**src/rtl/hazard_scoreboard.sv**
```systemverilog
// hazard_scoreboard
// Per-register countdown scoreboard that detects read-after-write hazards
// for the instruction in ID and drives PC / IF-ID hold and ID/EX bubble
// insertion. Each in-flight writer carries its own result latency, which
// lets loads, ALU ops and multi-cycle multiplies be handled uniformly. It
// also handles branch operands that are compared in ID, and data-memory
// wait states.
//
// Optional feature: define HAZ_STAT_EN to enable the saturating
// stall/bubble statistics counters. When the macro is undefined, the
// statistics ports are tied to 0 and no counter flops exist.
//
// Ports:
//   clk_i, rst_i          clock (rising edge), async active-high reset
//   id_valid_i            IF/ID holds a real instruction
//   id_rs_i, id_rt_i      source registers; id_use_rs_i/id_use_rt_i qualify them
//   id_branch_i           ID instruction compares its operands in ID
//   id_wr_i, id_rd_i      ID instruction writes register id_rd_i
//   id_lat_i              cycles until that result reaches the ID comparator
//   flush_i               ID instruction squashed this cycle
//   mem_busy_i            data memory wait state, whole pipeline frozen
//   pc_stall_o            hold PC
//   ifid_stall_o          hold IF/ID
//   idex_bubble_o         load NOP control into ID/EX
//   stall_cycles_o        hazard stall cycles (HAZ_STAT_EN)
//   bubble_cnt_o          bubbles inserted (HAZ_STAT_EN)
module hazard_scoreboard #(
    parameter int NUM_REGS = 32,
    parameter int ADDR_W   = 5,
    parameter int CNT_W    = 3,
    parameter int MAX_LAT  = 6,
    parameter int BR_EXTRA = 1,
    parameter int STAT_W   = 16
) (
    input  logic              clk_i,
    input  logic              rst_i,
    input  logic              id_valid_i,
    input  logic [ADDR_W-1:0] id_rs_i,
    input  logic [ADDR_W-1:0] id_rt_i,
    input  logic              id_use_rs_i,
    input  logic              id_use_rt_i,
    input  logic              id_branch_i,
    input  logic              id_wr_i,
    input  logic [ADDR_W-1:0] id_rd_i,
    input  logic [CNT_W-1:0]  id_lat_i,
    input  logic              flush_i,
    input  logic              mem_busy_i,
    output logic              pc_stall_o,
    output logic              ifid_stall_o,
    output logic              idex_bubble_o,
    output logic [STAT_W-1:0] stall_cycles_o,
    output logic [STAT_W-1:0] bubble_cnt_o
);

    localparam logic [CNT_W-1:0] BR_X    = CNT_W'(BR_EXTRA);
    localparam logic [CNT_W-1:0] LAT_MAX = CNT_W'(MAX_LAT);

    // Entry 0 exists only to keep indexing simple; it is never loaded.
    logic [CNT_W-1:0] cnt [NUM_REGS];

    logic             rs_trk, rt_trk;
    logic [CNT_W-1:0] cnt_rs, cnt_rt;
    logic             haz, issue;

    // Branch compares happen in ID and need the value BR_EXTRA cycles
    // earlier than an EX consumer, which forwarding serves.
    function automatic logic src_haz(input logic [CNT_W-1:0] c,
                                     input logic trk, input logic br);
        return trk && (br ? (c != '0) : (c > BR_X));
    endfunction

    function automatic logic [CNT_W-1:0] clamp_lat(input logic [CNT_W-1:0] l);
        return (l > LAT_MAX) ? LAT_MAX : l;
    endfunction

    always_comb begin
        rs_trk = id_use_rs_i && (id_rs_i != '0) && (32'(id_rs_i) < NUM_REGS);
        rt_trk = id_use_rt_i && (id_rt_i != '0) && (32'(id_rt_i) < NUM_REGS);
        cnt_rs = '0;
        cnt_rt = '0;
        if (rs_trk) cnt_rs = cnt[id_rs_i];
        if (rt_trk) cnt_rt = cnt[id_rt_i];
        haz   = id_valid_i && !flush_i &&
                (src_haz(cnt_rs, rs_trk, id_branch_i) ||
                 src_haz(cnt_rt, rt_trk, id_branch_i));
        issue = id_valid_i && !flush_i && !haz && !mem_busy_i;
    end

    assign pc_stall_o    = haz | mem_busy_i;
    assign ifid_stall_o  = haz | mem_busy_i;
    assign idex_bubble_o = haz & ~mem_busy_i;

    // Scoreboard: a new writer's load takes priority over the countdown of
    // the same entry; a memory wait freezes everything.
    always_ff @(posedge clk_i or posedge rst_i) begin
        if (rst_i) begin
            for (int i = 0; i < NUM_REGS; i++) cnt[i] <= '0;
        end else if (!mem_busy_i) begin
            cnt[0] <= '0;
            for (int i = 1; i < NUM_REGS; i++) begin
                if (issue && id_wr_i && (id_rd_i == ADDR_W'(i)))
                    cnt[i] <= clamp_lat(id_lat_i);
                else if (cnt[i] != '0)
                    cnt[i] <= cnt[i] - 1'b1;
            end
        end
    end

`ifdef HAZ_STAT_EN
    logic [STAT_W-1:0] stall_cnt_q, bub_cnt_q;

    function automatic logic [STAT_W-1:0] sat_inc(input logic [STAT_W-1:0] v);
        return (&v) ? v : v + 1'b1;
    endfunction

    always_ff @(posedge clk_i or posedge rst_i) begin
        if (rst_i) begin
            stall_cnt_q <= '0;
            bub_cnt_q   <= '0;
        end else begin
            if (haz && !mem_busy_i) stall_cnt_q <= sat_inc(stall_cnt_q);
            if (idex_bubble_o)      bub_cnt_q   <= sat_inc(bub_cnt_q);
        end
    end

    assign stall_cycles_o = stall_cnt_q;
    assign bubble_cnt_o   = bub_cnt_q;
`else
    assign stall_cycles_o = '0;
    assign bubble_cnt_o   = '0;
`endif

endmodule

```
**config.mk**
```make
export PLATFORM = sky130hd
export DESIGN_NAME = hazard_scoreboard
export DESIGN_NICKNAME = d
export VERILOG_FILES = /design/src/rtl/hazard_scoreboard.sv
export SDC_FILE = /design/constraint.sdc
export NUM_CORES = 1
export LEC_CHECK = 0
export ABC_CLOCK_PERIOD_IN_PS = 3750
export CAP_MARGIN = 10
export CORE_ASPECT_RATIO = 0.8
export CORE_MARGIN = 2
export CORE_UTILIZATION = 44
export DETAILED_ROUTE_END_ITERATION = 10
export GPL_TIMING_DRIVEN = 1
export PLACE_DENSITY = 0.75
export SYNTH_ARGS = -nofsm -noshare
export SYNTH_HDL_FRONTEND = slang
export SYNTH_SLANG_ARGS = --single-unit
```
**constraint.sdc**
```tcl
create_clock -name clk_i -period 3.75 [get_ports clk_i]
set_clock_uncertainty 0.1 [all_clocks]
set_input_delay 0.75 -clock clk_i [delete_from_list [all_inputs] [get_ports clk_i]]
set_output_delay 0.75 -clock clk_i [all_outputs]
set_load 0.02 [all_outputs]
```
==> results of run 1 <==
## per-layer routing
metal	up-vias	GRT usage, %	wire length, microns
met3	35	4.834	1998
met4	0	6.836	370
met1	3747	33.84	10890
met5	-	0	0
met2	315	37.58	10940
li1	3612	-	-
## repair_timing
item	CTS	global route
buffers inserted	6	7
pin swaps	8	15
endpoints found under the setup margin	96	73
gates cloned	1	0
gates resized for setup	38	16
## final timing paths
| path | start | endpoint | slack [ps] | cells past startpoint |
|---|---|---|---|---|
| worst min-delay path | cnt[2]$_DFFE_PP0P_ | cnt[2]$_DFFE_PP0P_ | 490 | 1 |
| worst max register to register | cnt[51]$_DFFE_PP0P_ | cnt[76]$_DFFE_PP0P_ | 280 | 10 |
| min in group asynchronous | rst_i | cnt[13]$_DFFE_PP0P_ | 640 | 2 |
| max in group asynchronous | rst_i | cnt[87]$_DFFE_PP0P_ | 2220 | 3 |
| worst min register to register | cnt[2]$_DFFE_PP0P_ | cnt[2]$_DFFE_PP0P_ | 490 | 1 |
| worst max-delay path | id_rs_i[0] | ifid_stall_o | 70 | 9 |
## placed cells by master, fill, tap and decap left out, drive strengths merged, types with 3 or more instances in the layout
| cell | instances |
|---|---|
| clkdlybuf4s50 | 17 |
| or2b | 5 |
| buf | 86 |
| or3 | 4 |
| nand2b | 59 |
| and2b | 3 |
| mux4 | 18 |
| mux2 | 3 |
| nor3b | 3 |
| o221ai | 3 |
| a21oi | 45 |
| inv | 66 |
| dlymetal6s2s | 3 |
| clkinv | 4 |
| nor2 | 67 |
| o22ai | 32 |
| a221oi | 5 |
| bufinv | 3 |
| nand2 | 25 |
| o21ai | 8 |
| conb | 32 |
| mux2i | 38 |
| clkbuf | 13 |
| a221o | 30 |
| nor2b | 8 |
| nand3 | 92 |
| nor4b | 3 |
| a211oi | 61 |
| ha | 62 |
| nor3 | 64 |
| a211o | 3 |
| nor4 | 33 |
| dfrtp | 93 |
| or2 | 4 |
## power by group
group          internal (mW)  leakage, nW  switching (mW)  total (mW)
Combinational           1.21         2.93            1.39        2.61
Clock                  0.670        0.167           0.420        1.09
Sequential              1.43         1.01           0.556        1.99
## per-stage QoR
stage / utilization, % / cell area (sq um)
2_1_floorplan: - / 8820
3_3_place_gp: 49.32 / 9414
3_5_place_dp: 49.32 / 9414
4_1_cts: 51.67 / 9863
5_1_grt: 52.25 / 9972
6_report: 52.25 / 9972
## area by class of cell
class | count | area (sq um)
sequential | 93 | 2327
timing repair buffer | 110 | 997.2
clock buffer | 12 | 246.5
fill | 1713 | 9115
clock inverter | 4 | 95.09
multi-input combinational | 733 | 5719
inverter | 69 | 264.0
tap | 258 | 322.8
## kinds of logic (layout without fill, tap and decap cells)
family,Yosys count,after routing
simple gates,378,378
compound gates,202,202
buf+inv,151,195
flops,93,93
fa+ha+maj,62,62
mux,59,59
other cells,1,32
==> metrics, run 1 <==
status=complete, no violations; chip width=160.7 microns; Hold Crit Class=register to register; die area=20780 sq um; Routed WL per cell=18.92 microns; vias in the first global route=7241; Non-Filler Instances=1279; clock tree buffer depth=2; data arrival time of the critical path=2830 ps; Setup Viol. Count Final=0; Final Power=5.683 mW; Worst Max-Slew Pin Slew=818.9 ps; CP Launch Type=primary input; Synth warnings=0; layout cells sized above 1=18.32%; Max Transition Viols Final=0; CTS Root Cell=clkbuf_16; XOR/XNOR share of the synthesized area=0%; crit path buf inv count=3; setup tns final=0 ps; fin nets=1105; crit-path cells=buf_6 -> buf_6 -> mux4_2 -> mux4_2 -> a221oi_4 -> a311oi_4 -> nor2_4 -> o21ai_4 -> buf_6; Synth Area in Compound Gates=16.93%; TritonCTS clock tree=built; Rows=45; P per Cell Area=569.9 nW/um^2; largest family of logic cells by synthesized area=simple AND/OR/NAND/NOR gates; RSZ-0062 raised after global routing=no; Post-CTS Hold Fix Bufs=0; final worst slack=71.77 ps; max_slew headroom=45.41%; largest net degree at the start of global routing=63; number of flops mapped to enable cells by yosys=0; crit-path most repeated cell=buf_6; Peak VDD IR=261.9 uV; Lkg Pwr=4.104 nW; Worst path max stage delay=520 ps; Die H=129.3 microns; core area=19090 sq um; largest register by flop count=cnt; total grt overflow=0; pre-CTS WS=-855.2 ps; leading cell type by number of instances after synthesis=dfrtp_1; drt initial violations=752; post-synthesis register bit count=93; Final Hold Viols=0; crit-path leading delay family=multiplexers; Yosys top cell area share=26.94%; Yosys cell types=66; clock slew at reported path FFs=70 ps; DRC=0; synth top area cells=dfrtp_1, ha_1, nor4_4; worst skew pair latency=360 ps; mux contribution to synthesized area=9.603%; cell taking the most area after synthesis=dfrtp_1; Critical Path RT=2900 ps; crit path kind=primary input to output pin; IO Pins=62; ys flop type=dfrtp_1; initial core utilization=45.26%; Max Cap Viol=0; fraction of the mapped netlist area in simple logic gates=27.71%; Worst Path Max Fanout=6; Synth Instances=946; global-route wire length before repair=39560 microns; gp weighted congestion=0.9493; final hold slack=492.2 ps; ys async rst share=100.0%; Detailed Route WL=24200 microns; number of diodes=0; biggest regs=cnt: 93 flops; antenna violations before repair=0; f_max=0.2719 GHz; register area share after synthesis=26.94%; fin crit share=98.09%; area delta synth->final=15.44%; CP max stage cell=mux4_2; # port buffers=29; Crit. End Element=output pin; Cell Area, Synth=8638 sq um; CTS H-Tree Depth=3; Synth top cells by count=dfrtp_1, nand3_1, nor2_1, inv_1, nor3_1; dpl cells=1249; Largest register FFs=93; Post-Synth Adder-Cell Area=8.980%; Post-DP HPWL=17260 microns; remaining antenna violation count=0; post-synthesis area per instance=9.131 sq um; Total GRT Usage=23.97%; fin crit period=3678 ps; DR pass1 iterations=5; clk sinks=93; post-DR vias/cell=6.027; DR vias=7709; cts bufs inserted=9
(Power assumes the default switching activity.)
==> inputs of run 2 (changes only) <==
ABC_CLOCK_PERIOD_IN_PS = 4600   (was 3750)
CAP_MARGIN = 20   (was 10)
PLACE_DENSITY = 0.73   (was 0.75)
clock period = 4.6 ns   (was 3.75 ns; I/O delays follow)
==> metrics, run 2 (synthesis results as in run 1) <==
antenna violations before repair=1 (+1); CTS Root Cell=clkbuf_16; status=complete, no violations; number of diodes=0 (unchanged); Total GRT Usage=23.39% (-0.58 points); final core area utilization=49.79% (-2.5 points); crit path buf inv count=4 (+1); Peak VDD IR=225.9 uV (-14%); most frequent cells in the layout=dfrtp_1, nand3_1, inv_1, nor2_1, nor3_1; fin crit period=4476 ps; RSZ-0062 raised after global routing=no; cts bufs inserted=9 (unchanged); core area=19090 sq um (unchanged); fin nets=1071 (-3.1%); Rows=45 (unchanged); initial core utilization=45.26% (unchanged); vias in the first global route=7025 (-3.0%); CTS H-Tree Depth=3 (unchanged); Post-CTS Hold Fix Bufs=0 (unchanged); global-route wire length before repair=38240 microns (-3.3%); DRC=0 (unchanged); biggest regs=cnt: 93 flops; data arrival time of the critical path=3460 ps (+630 ps); P per Cell Area=471.0 nW/um^2 (-17%); reg-to-reg slack, setup=1080 ps (+800 ps); f_max=0.2234 GHz; TritonCTS clock tree=built; clock slew at reported path FFs=70 ps (about the same); layout cells sized above 1=14.08% (-4.2 points); Lkg Pwr=3.821 nW (-6.9%); chip width=160.7 microns (unchanged); Post-DP HPWL=16590 microns (-3.9%); Max Transition Viols Final=0 (unchanged); Die H=129.3 microns (unchanged); Setup Viol. Count Final=0 (unchanged); Worst Max-Slew Pin Slew=875.9 ps (+56.97 ps); Largest register FFs=93 (unchanged); Hold Crit Class=register to register; remaining antenna violation count=0 (unchanged); Worst Path Max Fanout=6 (unchanged); DR pass1 iterations=5 (unchanged); Routed WL per cell=19.01 microns (+0.49%); IO Pins=62 (unchanged); max_slew headroom=41.61% (-3.8 points); crit path kind=primary input to output pin; clk sinks=93 (unchanged); largest register by flop count=cnt; DR vias=7550 (-2.1%); die area=20780 sq um (unchanged); area delta synth->final=10.02%; clock tree buffer depth=2 (unchanged); setup tns final=0 ps (unchanged); crit-path cells=clkdlybuf4s50_1 -> buf_4 -> buf_4 -> mux4_4 -> a32oi_2 -> a221oi_2 -> a311oi_4 -> nor2_2 -> o21ai_1 -> clkbuf_2; drt initial violations=820 (+9.0%); Critical Path RT=3580 ps (+680 ps); crit-path leading delay family=buffers and inverters; Final Hold Viols=0 (unchanged); worst skew pair latency=360 ps (about the same); CP Launch Type=primary input; Detailed Route WL=23670 microns (-2.2%); Max Cap Viol=0 (unchanged); most common cell after layout, fill and taps aside=dfrtp_1; post-DR vias/cell=6.064 (+0.61%); crit-path most repeated cell=buf_4; filler cell count=1731 (+1.1%); largest net degree at the start of global routing=78 (+24%); # port buffers=29 (unchanged); gp weighted congestion=0.9508 (+0.16%); CP max stage cell=mux4_4; Crit. End Element=output pin; fin crit share=97.31%; Worst path max stage delay=650 ps (+130 ps); total grt overflow=0 (unchanged)
==> run 2: cell types whose count changed in the layout (fill, tap and decap cells not counted), sizes merged, moves of 2 or more <==
cell / delta
dlygate4sd2: -2
clkdlybuf4s50: +8
dlymetal6s2s: -3
buf: -38
clkinvlp: +3
==> run 2: worst register-to-register path, stage by stage (launching register included) <==
cell and delay [ps]:
dfrtp_1 470, mux4_2 490, mux4_2 470, a221oi_2 370
a311oi_4 70, buf_4 410, nor4_4 590, mux2i_1 160
a211oi_1 280
==> run 2: where the power goes <==
part           internal (mW)  switching (mW)
sequential              1.17           0.482
combinational          0.915            1.08
clock                  0.479           0.354
total                   2.56            1.92
==> run 2: worst paths after layout <==
check	depth (start not counted)	end	from
min in group asynchronous	2	cnt[13]$_DFFE_PP0P_	rst_i
max	10	pc_stall_o	id_rs_i[0]
min	1	cnt[14]$_DFFE_PP0P_	cnt[14]$_DFFE_PP0P_
max in group asynchronous	3	cnt[88]$_DFFE_PP0P_	rst_i
min reg2reg	1	cnt[14]$_DFFE_PP0P_	cnt[14]$_DFFE_PP0P_
max reg2reg	8	cnt[75]$_DFFE_PP0P_	cnt[75]$_DFFE_PP0P_
==> run 2: metrics by stage <==
stage               setup slack (ps)  std cells  hold slack [ps]  power (mW)  instance area (sq um)
finish                         123.9       1245            488.1       4.477                   9504
CTS                           -19.19       1245            492.9       4.455                   9504
global route                   39.45       1245            516.3       4.850                   9504
detailed placement            -323.9       1229            471.4       3.612                   9183
floorplan                      57.61        977            441.4       3.119                   8763
global placement              -293.3       1229            471.7       3.499                   9183
==> run 2: area by class of cell <==
class / count / area, sq um / area share (%)
Tap cell: 258 / 322.8 / 3.397
Clock inverter: 7 / 97.59 / 1.027
Inverter: 69 / 266.5 / 2.804
Clock buffer: 9 / 225.2 / 2.370
Multi-Input combinational cell: 733 / 5617 / 59.10
Sequential cell: 93 / 2327 / 24.49
Timing Repair Buffer: 76 / 648.1 / 6.819
==> run 2: layer usage <==
metal	part of all wire [%]	vias up	GRT usage [%]
li1	-	3547	-
met1	45	3652	33.85
met2	44	324	35.80
met3	8.9	27	4.802
met4	1.7	0	6.094
met5	0	-	0
==> run 2: timing repair <==
action	in CTS	in global routing
gates cloned	0	0
setup endpoints to repair	3	3
setup buffers	0	0
gates resized for setup	4	9
endpoints found under the hold margin	0	0
==> inputs of run 3 (changes only) <==
SETUP_SLACK_MARGIN = 0.4   (was unset)
==> metrics, run 3 (synthesis results as in run 1) <==
largest net degree at the start of global routing=122 (+56%); area delta synth->final=12.15%; Setup Viol. Count Final=0 (unchanged); Die H=129.3 microns (unchanged); Seq pwr share=36.5% (-0.3 points); CTS H-Tree Depth=3 (unchanged); Peak VDD IR=253.9 uV (+12%); total grt overflow=0 (unchanged); logic gate share of total power=44.7% (about the same); clock slew at reported path FFs=70 ps (about the same); gp weighted congestion=0.9483 (-0.26%); post-DR vias/cell=6.086 (+0.37%); CP Launch Type=primary input; Largest register FFs=93 (unchanged); # port buffers=29 (unchanged); crit path kind=primary input to output pin; Final Hold Viols=0 (unchanged); die area=20780 sq um (unchanged); clock tree buffer depth=2 (unchanged); RR Endpoint=cnt[59]$_DFFE_PP0P_; final hold slack=494.4 ps (+6.353 ps); largest register by flop count=cnt; DR pass1 iterations=7 (+2); DR vias=7608 (+0.77%); Crit. End Element=output pin; TritonCTS clock tree=built; f_max=0.2401 GHz (+7.5%); Rows=45 (unchanged); Clock power frac=18.9% (+0.3 points); P per Cell Area=467.4 nW/um^2 (-0.77%); Switching Share=42.89% (+0.075 points); drt initial violations=744 (-9.3%); DRC=0 (unchanged); vias in the first global route=6949 (-1.1%); global-route wire length before repair=38040 microns (-0.52%); cts bufs inserted=9 (unchanged); data arrival time of the critical path=3140 ps (-320 ps); Critical Path RT=3580 ps (about the same); most common cell after layout, fill and taps aside=dfrtp_1; Worst Max-Slew Pin Slew=864.0 ps (-11.90 ps); R2R depth=8 (unchanged); fin crit share=90.52% (-6.8 points); P_sw=1.942 mW (+1.3%); crit path to=idex_bubble_o; core area=19090 sq um (unchanged); status=complete, no violations; Pint=2.586 mW (+1.0%); worst skew pair latency=350 ps (about the same); max_slew headroom=42.40% (+0.79 points); Max Transition Viols Final=0 (unchanged); Max Cap Viol=0 (unchanged); Area after DPL=9216 sq um (+0.37%); Total GRT Usage=23.23% (-0.17 points); crit path launch=id_rs_i[2]; CTS Root Cell=clkbuf_16; biggest regs=cnt: 93 flops; filler cell count=1730 (-0.058%); r2r startpoint=cnt[60]$_DFFE_PP0P_; Lkg Pwr=3.922 nW (+2.6%); most frequent cells in the layout=dfrtp_1, nand3_1, nor2_1, inv_1, nor3_1; Detailed Route WL=23750 microns (+0.33%); chip width=160.7 microns (unchanged); number of diodes=0 (unchanged); Routed WL per cell=19.00 microns (about the same); Hold Crit Class=register to register; design area=9688 sq um (+1.9%); Non-Filler Instances=1250 (+0.40%); setup tns final=0 ps (unchanged); Worst Path Max Fanout=5 (-1); antenna violations before repair=0 (-1); clk sinks=93 (unchanged); IO Pins=62 (unchanged); RSZ-0062 raised after global routing=no; fin nets=1076 (+0.47%); dpl cells=1229 (unchanged); fin crit period=4164 ps (-312.0 ps); initial core utilization=45.26% (unchanged); layout cells sized above 1=15.73% (+1.6 points); reg-to-reg slack, setup=1040 ps (-40 ps); remaining antenna violation count=0 (unchanged); Post-DP HPWL=16680 microns (+0.53%)
==> run 3: layout make-up <==
cell class	count	area (sq um)	share of cell area, %
clock buffers	9	225.2	2.325
flip-flops and latches	93	2327	24.02
well taps	258	322.8	3.332
clock inverters	7	103.9	1.072
inverters	69	266.5	2.751
multi-input cells	733	5694	58.78
repair buffers	81	748.2	7.723
==> run 3: power by group through the flow <==
stage	clock (mW)	sequential [mW]	combinational [mW]
floorplan	0	1.48	1.64
global placement	0	1.62	1.88
detailed placement	0	1.63	1.97
CTS	0.861	1.63	2.00
global route	0.891	1.70	2.29
finish	0.854	1.65	2.02
==> run 3: worst max-delay path, cell delays in order <==
cell,delay (ps)
clkdlybuf4s50_1,580
buf_4,190
mux4_2,540
a221oi_4,350
a311oi_4,60
nor2_1,160
buf_4,160
nor3_2,40
buf_4,160
==> run 3: through the flow <==
step / total power, mW / setup WS (ps) / utilization, %
2_1_floorplan: 3.124 / 292.9 / -
3_3_place_gp: 3.508 / -275.9 / 48.29
3_5_place_dp: 3.600 / -317.6 / 48.29
4_1_cts: 4.490 / 400.5 / 50.60
5_1_grt: 4.889 / 412.8 / 50.76
6_report: 4.528 / 435.9 / 50.76
==> run 3: worst min-delay path by stage <==
stage	startpoint	endpoint	cells after the start
final	cnt[8]$_DFFE_PP0P_	cnt[8]$_DFFE_PP0P_	1
after global routing	cnt[68]$_DFFE_PP0P_	cnt[68]$_DFFE_PP0P_	1
after CTS	cnt[14]$_DFFE_PP0P_	cnt[14]$_DFFE_PP0P_	1
after detailed placement	cnt[41]$_DFFE_PP0P_	cnt[41]$_DFFE_PP0P_	1
after global placement	cnt[14]$_DFFE_PP0P_	cnt[14]$_DFFE_PP0P_	1
after floorplan	cnt[11]$_DFFE_PP0P_	cnt[11]$_DFFE_PP0P_	1
==> run 3: timing repair <==
| item | 4_1_cts | 5_1_grt |
|---|---|---|
| endpoints found under the setup margin | 31 | 3 |
| resized for setup | 33 | 17 |
| hold buffers | 0 | 0 |
| gates cloned | 1 | 0 |
| buffers inserted | 4 | 0 |
| pin swaps | 5 | 5 |
==> run 3: metal layers <==
layer	vias up	routed length, microns	share of wire [%]	track usage [%]
met5	-	0	0	0
met4	0	391	1.6	5.670
met3	36	1973	8.3	4.321
met2	302	10450	44	35.34
met1	3703	10930	46	34.20
li1	3567	-	-	-
